**config.mk**
```make
export PLATFORM = sky130hd
export DESIGN_NAME = key_event_scheduler
export DESIGN_NICKNAME = d
export VERILOG_FILES = /design/src/rtl/key_event_scheduler.sv
export SDC_FILE = /design/constraint.sdc
export NUM_CORES = 1
export LEC_CHECK = 0
export BUFFER_PORTS_ARGS = -buffer_cell sky130_fd_sc_hd__buf_4
export CORE_MARGIN = 2
export CORE_UTILIZATION = 65
export CTS_CLUSTER_DIAMETER = 150
export DETAILED_ROUTE_END_ITERATION = 6
export PLACE_DENSITY = 0.89
export REMOVE_ABC_BUFFERS = 1
export SLEW_MARGIN = 20
export SYNTH_ARGS = -nofsm -noshare
export SYNTH_HDL_FRONTEND = slang
export SYNTH_SLANG_ARGS = --single-unit
```
**constraint.sdc**
```tcl
create_clock -name clk -period 3.91 [get_ports clk]
set_input_delay 0.1955 -clock clk [delete_from_list [all_inputs] [get_ports clk]]
set_output_delay 0.1955 -clock clk [all_outputs]
set_load 0.005 [all_outputs]
```
**src/rtl/key_event_scheduler.sv**
```systemverilog
// Turns debounced active-low key levels into SHORT/LONG/REPEAT events and serializes them
// through a round-robin arbiter into a single first-word-fall-through event FIFO.
module key_event_scheduler #(
  parameter int N_KEYS     = 4,
  parameter int KEY_W      = 2,
  parameter int LONG_CYC   = 50000000,
  parameter int REP_CYC    = 10000000,
  parameter int CNT_W      = 26,
  parameter int FIFO_DEPTH = 4
) (
  input  logic              clk,
  input  logic              reset,
  input  logic              enable,
  input  logic [N_KEYS-1:0] key_n,
  output logic              ev_valid,
  input  logic              ev_ready,
  output logic [KEY_W-1:0]  ev_key,
  output logic [1:0]        ev_type,
  output logic              ev_overflow,
  input  logic              ovf_clr
);

  localparam int PTR_W = (FIFO_DEPTH > 1) ? $clog2(FIFO_DEPTH) : 1;
  localparam logic [1:0] EV_SHORT  = 2'b01;
  localparam logic [1:0] EV_LONG   = 2'b10;
  localparam logic [1:0] EV_REPEAT = 2'b11;

  typedef enum logic [1:0] {WAIT_REL, IDLE, HOLD, LONG_ST} kst_e;

  logic [N_KEYS-1:0] k_q;
  kst_e              st_q   [N_KEYS];
  kst_e              st_d   [N_KEYS];
  logic [CNT_W-1:0]  cnt_q  [N_KEYS];
  logic [CNT_W-1:0]  cnt_d  [N_KEYS];
  logic [N_KEYS-1:0] post;
  logic [1:0]        post_type [N_KEYS];
  logic [N_KEYS-1:0] pend_q, pend_d;
  logic [1:0]        ptype_q [N_KEYS];
  logic [1:0]        ptype_d [N_KEYS];
  logic [KEY_W-1:0]  rr_q, rr_d;
  logic              grant_vld;
  logic [KEY_W-1:0]  grant_idx;
  logic              drop;
  logic              ovf_q, ovf_d;
  logic [KEY_W-1:0]  mem_key_q  [FIFO_DEPTH];
  logic [1:0]        mem_type_q [FIFO_DEPTH];
  logic [PTR_W-1:0]  wr_q, rd_q;
  logic [PTR_W:0]    fcnt_q;
  logic              pop, full;

  function automatic logic [KEY_W-1:0] rr_idx(input logic [KEY_W-1:0] base, input int k);
    int j;
    j = int'(base) + k;
    if (j >= N_KEYS) j = j - N_KEYS;
    return KEY_W'(j);
  endfunction

  always_comb begin
    for (int i = 0; i < N_KEYS; i++) begin
      st_d[i]      = st_q[i];
      cnt_d[i]     = cnt_q[i];
      post[i]      = 1'b0;
      post_type[i] = 2'b00;
      if (!enable) begin
        st_d[i]  = WAIT_REL;
        cnt_d[i] = '0;
      end else begin
        case (st_q[i])
          WAIT_REL: if (k_q[i]) st_d[i] = IDLE;
          IDLE: begin
            if (!k_q[i]) begin
              st_d[i]  = HOLD;
              cnt_d[i] = '0;
            end
          end
          HOLD: begin
            cnt_d[i] = cnt_q[i] + CNT_W'(1);
            // release takes priority over reaching the long threshold
            if (k_q[i]) begin
              post[i]      = 1'b1;
              post_type[i] = EV_SHORT;
              st_d[i]      = IDLE;
            end else if (cnt_q[i] == CNT_W'(LONG_CYC - 1)) begin
              post[i]      = 1'b1;
              post_type[i] = EV_LONG;
              st_d[i]      = LONG_ST;
              cnt_d[i]     = '0;
            end
          end
          default: begin
            cnt_d[i] = cnt_q[i] + CNT_W'(1);
            if (k_q[i]) begin
              st_d[i] = IDLE;
            end else if (cnt_q[i] == CNT_W'(REP_CYC - 1)) begin
              post[i]      = 1'b1;
              post_type[i] = EV_REPEAT;
              cnt_d[i]     = '0;
            end
          end
        endcase
      end
    end
  end

  assign pop  = ev_valid & ev_ready;
  assign full = (fcnt_q == (PTR_W + 1)'(FIFO_DEPTH));

  always_comb begin
    grant_vld = 1'b0;
    grant_idx = '0;
    if (enable && (!full || pop)) begin
      for (int k = 0; k < N_KEYS; k++) begin
        if (!grant_vld && pend_q[rr_idx(rr_q, k)]) begin
          grant_vld = 1'b1;
          grant_idx = rr_idx(rr_q, k);
        end
      end
    end
    rr_d = rr_q;
    if (grant_vld) rr_d = rr_idx(grant_idx, 1);
  end

  always_comb begin
    drop  = 1'b0;
    ovf_d = ovf_q;
    for (int i = 0; i < N_KEYS; i++) begin
      pend_d[i]  = pend_q[i];
      ptype_d[i] = ptype_q[i];
      if (!enable) begin
        pend_d[i] = 1'b0;
      end else begin
        if (grant_vld && (grant_idx == KEY_W'(i))) pend_d[i] = 1'b0;
        if (post[i]) begin
          if (pend_d[i]) begin
            drop = 1'b1;
          end else begin
            pend_d[i]  = 1'b1;
            ptype_d[i] = post_type[i];
          end
        end
      end
    end
    if (ovf_clr) ovf_d = 1'b0;
    if (drop)    ovf_d = 1'b1;
  end

  // Stage: input sample, pending types and FIFO storage (data, no reset)
  always_ff @(posedge clk) begin
    k_q <= key_n;
    for (int i = 0; i < N_KEYS; i++) ptype_q[i] <= ptype_d[i];
    if (grant_vld) begin
      mem_key_q[wr_q]  <= grant_idx;
      mem_type_q[wr_q] <= ptype_q[grant_idx];
    end
  end

  // Stage: key FSMs, pending flags, arbiter and FIFO control
  always_ff @(posedge clk) begin
    if (reset) begin
      for (int i = 0; i < N_KEYS; i++) begin
        st_q[i]  <= WAIT_REL;
        cnt_q[i] <= '0;
      end
      pend_q <= '0;
      rr_q   <= '0;
      ovf_q  <= 1'b0;
      wr_q   <= '0;
      rd_q   <= '0;
      fcnt_q <= '0;
    end else begin
      for (int i = 0; i < N_KEYS; i++) begin
        st_q[i]  <= st_d[i];
        cnt_q[i] <= cnt_d[i];
      end
      pend_q <= pend_d;
      rr_q   <= rr_d;
      ovf_q  <= ovf_d;
      wr_q   <= wr_q + PTR_W'(grant_vld);
      rd_q   <= rd_q + PTR_W'(pop);
      fcnt_q <= fcnt_q + {{PTR_W{1'b0}}, grant_vld} - {{PTR_W{1'b0}}, pop};
    end
  end

  assign ev_valid    = (fcnt_q != '0);
  assign ev_key      = ev_valid ? mem_key_q[rd_q]  : '0;
  assign ev_type     = ev_valid ? mem_type_q[rd_q] : 2'b00;
  assign ev_overflow = ovf_q;

endmodule
```
==> results_dict.tcl, run 1 <==
set metrics [dict create \
    synth_sequential_area_ratio_pct 42.2 \
    cp-start-kind "flip-flop" \
    final.setup.tns_ns 0 \
    avgViaCountPerCell 6.10 \
    die_height_um 114 \
    initial_utilization_pct 66.2 \
    grt_pass1_vias 6269 \
    worstPathCellList "ha_1 > nand4_1 > nor4_2 > nand3_1 > a31oi_2 > nand2_1 > nand2_1 > nor2_1" \
    leakagePower_nw 3.00 \
    hold_path_class "in -> reg" \
    ys_ff_latch 154 \
    outcome "completed" \
    half_perimeter_wire_length_of_the_detailed_placement_result_um 11100 \
    wl_per_cell_um 15.8 \
    grt_max_degree 30 \
    critPathTopFamily "simple AND/OR/NAND/NOR gates" \
    sort_of_element_at_the_end_of_the_critical_path "flip-flop" \
    rsz_0062_raised_after_global_routing "no" \
    vias 6481 \
    cpPeakStageDelay_ns 0.61 \
    worst_path_max_delay_cell "nor4_2" \
    hold-path-cell-count 2 \
    final_net_count 944 \
    cts-htree-levels 4 \
    setup-violations-final 0 \
    slew-limit-headroom_pct 48.3 \
    clockRootBuffer "clkbuf_16" \
    ff2ff_path_depth 8 \
    floorplan.rows 40 \
    postSynthAreaPerCell_um2 8.95 \
    reg2reg_slack_ns 0.94 \
    detailedRoute.firstIterationViolations 437 \
    cp.arrival_ns 3.25 \
    crit_fanout 21 \
    setup_ws_ns 0.939 \
    synth_enable_flop_cells 24 \
    worstPathRequired_ns 4.19 \
    dpl_worst_slack_ns 0.996 \
    max_slew.worst_pin.slew_ns 0.768 \
    first_pass_iters 5 \
    grt_pass1_wl_um 28700 \
    timing.final.max_slew_violations 0 \
    drive_gt1_share_pct 8.84 \
    power-per-cell-area_nw_per_um2 416 \
    clkSlewWorstSetupHoldPaths_ns 0.06 \
    period_needed_ns 2.97 \
    track_usage_pct 27.4 \
    grt.overflow.total 0 \
    ys_types 73 \
    worstHoldStart "reset" \
    combined_area_of_all_synthesized_cells_um2 7880 \
    detail-route-antenna-nets 0 \
    cell_type_with_the_highest_occurrence_count_on_the_critical_path "nand2_1" \
    proportion_of_register_bits_with_asynchronous_set_or_reset_after_synthesis_pct 0 \
    fin_hold_ws_ns 0.0488 \
    synth_flop_cell "dfxtp_1" \
    vdd.ir_drop.worst_v 0.000239 \
    area_growth_syn_to_layout_pct 11.3 \
    number_of_diodes_added_for_antenna_fixing 0 \
    r2r-end "cnt_q[2][22]" \
    nFillCells 865 \
    cts.sink_count 154 \
    cts_bufs_inserted 17 \
    numPortBuffers 14 \
    finalWeightedCongestion 0.862 \
    floorplan.die.width_um 114 \
    final_routed_drc_violation_total 0 \
    wl_um 16800 \
    fmax_mhz 337 \
    timing.clock.skew_ns 0.00767 \
    clock_tree_from_tritoncts "done" \
    final.period_utilization_pct 76.0 \
    total_of_cells_resized_after_clock_tree_synthesis 0 \
    max_cap_violations 0 \
    clock_insertion_delay_worst_skew_ns 0.43 \
    timing.final.hold_violations 0 \
    worst_hold_path.endpoint "rd_q[1]" \
    yosys_warnings 0 \
    reg2reg_from "cnt_q[2][0]" \
    ioPinCount 15 \
    design.die.area_um2 13000 \
    grt_antenna_before_repair 0 \
    placeable_core_area_um2 11900 \
    cts_max_path_buffers 2 \
    cp_num_buf_inv 0 \
    critical_path_class "reg -> reg" \
    postSynthCellCount 881 \
]
==> state kept, by name, indices dropped and copies added, names as in the netlist <==
name,cells
mem_type_q,8
cnt_q,104
mem_key_q,8
ptype_q,8
rr_q,2
rd_q,2
k_q,4
fcnt_q,3
st_q,8
pend_q,4
ev_overflow,1
wr_q,2
==> cells in the final DEF, fill, tap and decap left out, drive strengths merged, types with 5 or more instances in the layout <==
| cell | instances |
|---|---|
| clkbuf | 26 |
| or3 | 12 |
| nor2b | 18 |
| buf | 21 |
| inv | 32 |
| edfxtp | 24 |
| nor3b | 5 |
| or4b | 6 |
| and4 | 13 |
| xnor2 | 28 |
| nor4 | 10 |
| nand3 | 47 |
| and3 | 19 |
| nand2 | 79 |
| nand3b | 5 |
| dfxtp | 130 |
| nor2 | 133 |
| a31oi | 5 |
| a21oi | 48 |
| xor2 | 51 |
| or4 | 12 |
| nand4 | 29 |
| nor3 | 15 |
| nand4b | 5 |
| mux2 | 5 |
| mux2i | 10 |
| o21ai | 30 |
| nand2b | 8 |
| ha | 31 |
==> metal layers <==
layer | track usage, % | vias up | part of all wire, %
met5 | 0 | - | 0
met4 | 12.4 | 0 | 2.5
met3 | 5.88 | 43 | 4.8
met2 | 45.9 | 191 | 49
met1 | 33.9 | 3076 | 43
li1 | - | 3171 | -
==> synthesized netlist by cell type, drive strengths merged (10+ instances only) <==
cell type,number,area (um2)
nand2,79,309
o21ai,30,150
or3,12,75.1
or4,12,97.6
xnor2,28,245
nand3,47,235
edfxtp,24,721
clkbuf,14,52.6
a21oi,48,244
ha,31,388
nor2b,18,113
mux2i,10,104
nor2,133,504
inv,32,120
nand4,29,181
nor3,15,75.1
xor2,51,447
dfxtp,130,2600
and3,19,120
and4,13,114
nor4,10,75.1
==> kinds of logic (layout without fill, tap and decap cells) <==
logic type                 count (synthesis)  after routing  synth area share [%]
AOI/OAI and AO/OA                        113            113                  9.02
adders and majority gates                 32             32                  5.18
muxes                                     19             19                  3.18
and+or+nand+nor                          430            430                  28.6
xor gates and xnor gates                  79             79                  8.78
DFF                                      154            154                  42.2
buffers and inverters                     54             89                  3.10
==> worst reg2reg max path: cells and delay by family (launching register included) <==
kind                     cells  cell delay, ns
AO/OA/AOI/OAI                1            0.43
adder cells (fa/ha/maj)      1            0.25
flip-flops                   1            0.39
AND/OR/NAND/NOR              6            1.76
==> worst max-delay path by stage <==
| stage | from | to | slack (ns) | cells after the start |
|---|---|---|---|---|
| 2_1_floorplan | cnt_q[1][14] | cnt_q[1][14] | 1.39 | 6 |
| 3_3_place_gp | fcnt_q[1] | ptype_q[2][0] | 1.13 | 8 |
| 3_5_place_dp | fcnt_q[1] | ptype_q[2][1] | 1.0 | 8 |
| 4_1_cts | cnt_q[2][0] | cnt_q[2][22] | 0.96 | 8 |
| 5_1_grt | cnt_q[2][0] | cnt_q[2][22] | 0.70 | 8 |
| 6_report | cnt_q[2][0] | cnt_q[2][22] | 0.94 | 8 |
==> stage by stage <==
step | power [mW] | instances | instance area (um2) | util (%)
global placement | 1.99 | 1027 | 8100 | 68.0
CTS | 3.67 | 1063 | 8750 | 73.5
floorplan | 1.90 | 859 | 7760 | -
detailed placement | 2.00 | 1027 | 8100 | 68.0
global route | 3.78 | 1063 | 8770 | 73.6
finish | 3.65 | 1063 | 8770 | 73.6
==> power by group <==
part | internal [mW] | switching, mW
Combinational | 0.150 | 0.152
Clock | 1.06 | 0.620
Sequential | 1.63 | 0.0390
Total | 2.84 | 0.812
==> final cells by class <==
cell class	instances	area [um2]	share of cell area, %
clock buffer	26	531	6.05
sequential	154	3320	37.9
tap	147	184	2.10
multi-input combinational	673	4330	49.4
timing repair buffer	25	198	2.25
inverter	32	120	1.37
clock inverter	6	82.6	0.941
==> timing repair <==
| action | 4_1_cts | 5_1_grt |
|---|---|---|
| hold buffers | 4 | 0 |
| hold endpoints to repair | 4 | 0 |
| setup buffers | 0 | 0 |
Note: power is estimated with default switching activity, not from simulation.
==> run 2: changes to the inputs <==
--- a/config.mk
+++ b/config.mk
@@ -5,12 +5,13 @@
 export SDC_FILE = /design/constraint.sdc
 export NUM_CORES = 1
 export LEC_CHECK = 0
+export ABC_AREA = 1
 export BUFFER_PORTS_ARGS = -buffer_cell sky130_fd_sc_hd__buf_4
 export CORE_MARGIN = 2
-export CORE_UTILIZATION = 65
+export CORE_UTILIZATION = 64
 export CTS_CLUSTER_DIAMETER = 150
 export DETAILED_ROUTE_END_ITERATION = 6
-export PLACE_DENSITY = 0.89
+export PLACE_DENSITY = 0.88
 export REMOVE_ABC_BUFFERS = 1
 export SLEW_MARGIN = 20
 export SYNTH_ARGS = -nofsm -noshare
==> constraint.sdc (replaced) <==
create_clock -name clk -period 2.9 [get_ports clk]
set_input_delay 0.145 -clock clk [delete_from_list [all_inputs] [get_ports clk]]
set_output_delay 0.145 -clock clk [all_outputs]
set_load 0.005 [all_outputs]
==> results_dict.tcl, run 2 <==
set metrics [dict create \
    commonest_non_fill_non_tap_cell_in_the_layout "nand2_1" \
    final_cell_mix "242 x nand2_1, 218 x nor2_1, 167 x inv_1" \
    worstPathCellList "buf_4 > inv_4 > nand2_1 > nand2_1 > nand2_1 > nand2_1 > nor2_2 > nand2_2 > nand2_2 > xor2_4 > nand2_4 > clkinvlp_4 > ha_1 > nand3_1 > nand2_1 > nor3b_2" \
    grt.overflow.total 0 \
    cell_internal_pwr_mw 3.94 \
    post_synth_main_area_contributors "dfxtp_1 29%, nand2_1 10%, nor2_1 9.2%" \
    area_growth_syn_to_layout_pct 10.6 \
    timing.clock.skew_ns 0.00608 \
    initial_utilization_pct 64.7 \
    synth_flop_cell "dfxtp_1" \
    finalNonFillerCells 1486 \
    critical_path_class "reg -> reg" \
    cp.arrival_ns 2.74 \
    track_usage_pct 27.5 \
    numPlacedInstances 1447 \
    die_height_um 122 \
    cp-start-kind "flip-flop" \
    grt_antenna_before_repair 0 \
    grt_pass1_vias 7678 \
    cp_num_buf_inv 3 \
    clkSlewWorstSetupHoldPaths_ns 0.06 \
    post-synth-top-area-cell "dfxtp_1" \
    vias 8279 \
    combined_area_of_all_synthesized_cells_um2 8870 \
    ioPinCount 15 \
    postSynthAreaPerCell_um2 7.01 \
    wl_um 19800 \
    proportion_of_register_bits_with_asynchronous_set_or_reset_after_synthesis_pct 0 \
    synth_top_area_share_pct 29.3 \
    postSynthCellCount 1266 \
    floorplan.rows 43 \
    outcome "completed" \
    clock_power_share_pct 41.6 \
    cts.sink_count 154 \
    critPathTopFamily "simple AND/OR/NAND/NOR gates" \
    hold_path_class "in -> reg" \
    placeable_core_area_um2 13700 \
    number_of_diodes_added_for_antenna_fixing 0 \
    first_pass_iters 6 \
    final.period_utilization_pct 89.9 \
    grt_max_degree 21 \
    drive_gt1_share_pct 7.66 \
    largest_reg_flops 104 \
    floorplan.die.width_um 122 \
    final_net_count 1335 \
    finalPower_mw 5.40 \
    worst_path_max_delay_cell "dfxtp_1" \
    ys_types 54 \
    worstPathRequired_ns 3.03 \
    cts_bufs_inserted 17 \
    avgViaCountPerCell 5.57 \
    clock_tree_from_tritoncts "done" \
    yosys_warnings 0 \
    cts-htree-levels 4 \
    crit_fanout 9 \
    detail-route-antenna-nets 0 \
    ys_ff_latch 154 \
    timing.final.hold_violations 0 \
    synth_sequential_area_ratio_pct 37.4 \
    setup-violations-final 0 \
    cts_max_path_buffers 2 \
    cpPeakStageDelay_ns 0.31 \
    power.share.combinational_pct 15.5 \
    grt_pass1_wl_um 33300 \
    numPortBuffers 14 \
    timing.final.max_slew_violations 0 \
    sort_of_element_at_the_end_of_the_critical_path "flip-flop" \
    post_synth_most_frequent_cells "242 x nand2_1, 218 x nor2_1, 169 x inv_1, 130 x dfxtp_1, 91 x nand3_1" \
    detailedRoute.firstIterationViolations 811 \
    sw_frac_of_total_pct 27.1 \
    total_switching_power_mw 1.46 \
    synth_enable_flop_cells 24 \
    fmax_mhz 384 \
    share_seq_of_total_power_pct 42.9 \
    clockRootBuffer "clkbuf_16" \
    finalWeightedCongestion 0.993 \
    wl_per_cell_um 13.3 \
    half_perimeter_wire_length_of_the_detailed_placement_result_um 14000 \
    clock_insertion_delay_worst_skew_ns 0.43 \
    design.die.area_um2 14800 \
    cell_type_with_the_highest_occurrence_count_on_the_critical_path "nand2_1" \
    power-per-cell-area_nw_per_um2 550 \
    slew-limit-headroom_pct 57.7 \
    max_slew.worst_pin.slew_ns 0.630 \
    vdd.ir_drop.worst_v 0.000521 \
    register_with_the_highest_flop_count "cnt_q" \
    final_routed_drc_violation_total 0 \
    yosysMostFrequentCell "nand2_1" \
    period_needed_ns 2.61 \
    leakagePower_nw 3.78 \
    max_cap_violations 0 \
]
[run 2: cell count changes after synthesis, moves of 13 or more]
cell     delta
nor2b_1    -18
nand2_1   +166
and4_1     -13
inv_1     +137
xnor2_1    -25
nor3_1     +32
nand3_1    +44
and3_1     -17
nor2_1     +87
[run 2: power groups by stage]
stage	Sequential [mW]	Clock, mW	Combinational (mW)
finish	2.32	2.25	0.836
global route	2.32	2.34	0.936
CTS	2.31	2.26	0.816
detailed placement	2.36	0	0.806
global placement	2.36	0	0.763
floorplan	2.35	0	0.545
[run 2: worst register-to-register path, stage by stage, from the launching register on]
cell and delay [ns]:
dfxtp_1 0.31, buf_4 0.20, inv_4 0.07, nand2_1 0.06
nand2_1 0.08, nand2_1 0.12, nand2_1 0.11, nor2_2 0.15
nand2_2 0.09, nand2_2 0.11, xor2_4 0.22, nand2_4 0.11
clkinvlp_4 0.14, ha_1 0.16, nand3_1 0.07, nand2_1 0.10
nor3b_2 0.22
[run 2: kinds of logic (layout without fill, tap and decap cells)]
group | count (synthesis) | count (layout) | share of synthesized area [%]
AND/OR/NAND/NOR | 701 | 701 | 35.1
flip-flops | 154 | 154 | 37.4
buffers and inverters | 197 | 237 | 8.94
XOR/XNOR | 56 | 56 | 5.74
adder cells (fa/ha/maj) | 32 | 32 | 4.60
AO/OA/AOI/OAI | 126 | 126 | 8.13
[run 2: final timing paths]
check	startpoint	endpoint	slack [ns]	depth (start not counted)
max	rr_q[0]	ptype_q[1][1]	0.29	16
min	enable	pend_q[0]	0.06	3
max reg2reg	rr_q[0]	ptype_q[1][1]	0.29	16
min reg2reg	fcnt_q[2]	fcnt_q[2]	0.48	1
[run 2: metal layers]
metal	share of wire (%)	GRT usage [%]	routed length [um]	up-vias
met3	5.7	6.41	1120	50
met1	45	34.9	8870	3800
met5	0	0	0	-
met4	1.8	8.12	362	0
met2	48	46.6	9400	265
li1	-	-	-	4164
[run 2: what timing repair did]
action,in CTS,in global routing
endpoints found under the hold margin,11,0
resized for setup,0,3
buffers inserted,0,2
setup endpoints to repair,0,5
hold buffers,6,0
[run 2: area by class of cell]
type                       instances  area, um2
tap                              180        225
timing repair buffer              31        248
clock buffer                      24        505
fill                            1074       3900
clock inverter                     7       88.8
inverter                         175        663
multi-input combinational        915       4760
sequential                       154       3320
[run 2: stage by stage]
stage | hold WS [ns] | setup TNS (ns) | util [%] | instance area, um2 | worst slack (ns)
finish | 0.0631 | 0 | 71.6 | 9820 | 0.294
global route | 0.0921 | -0.00884 | 71.6 | 9820 | -0.00884
CTS | 0.0620 | 0 | 71.4 | 9790 | 0.174
detailed placement | 0.251 | 0 | 66.6 | 9140 | 0.180
global placement | 0.249 | 0 | 66.6 | 9140 | 0.348
floorplan | 0.173 | 0 | - | 8740 | 0.176
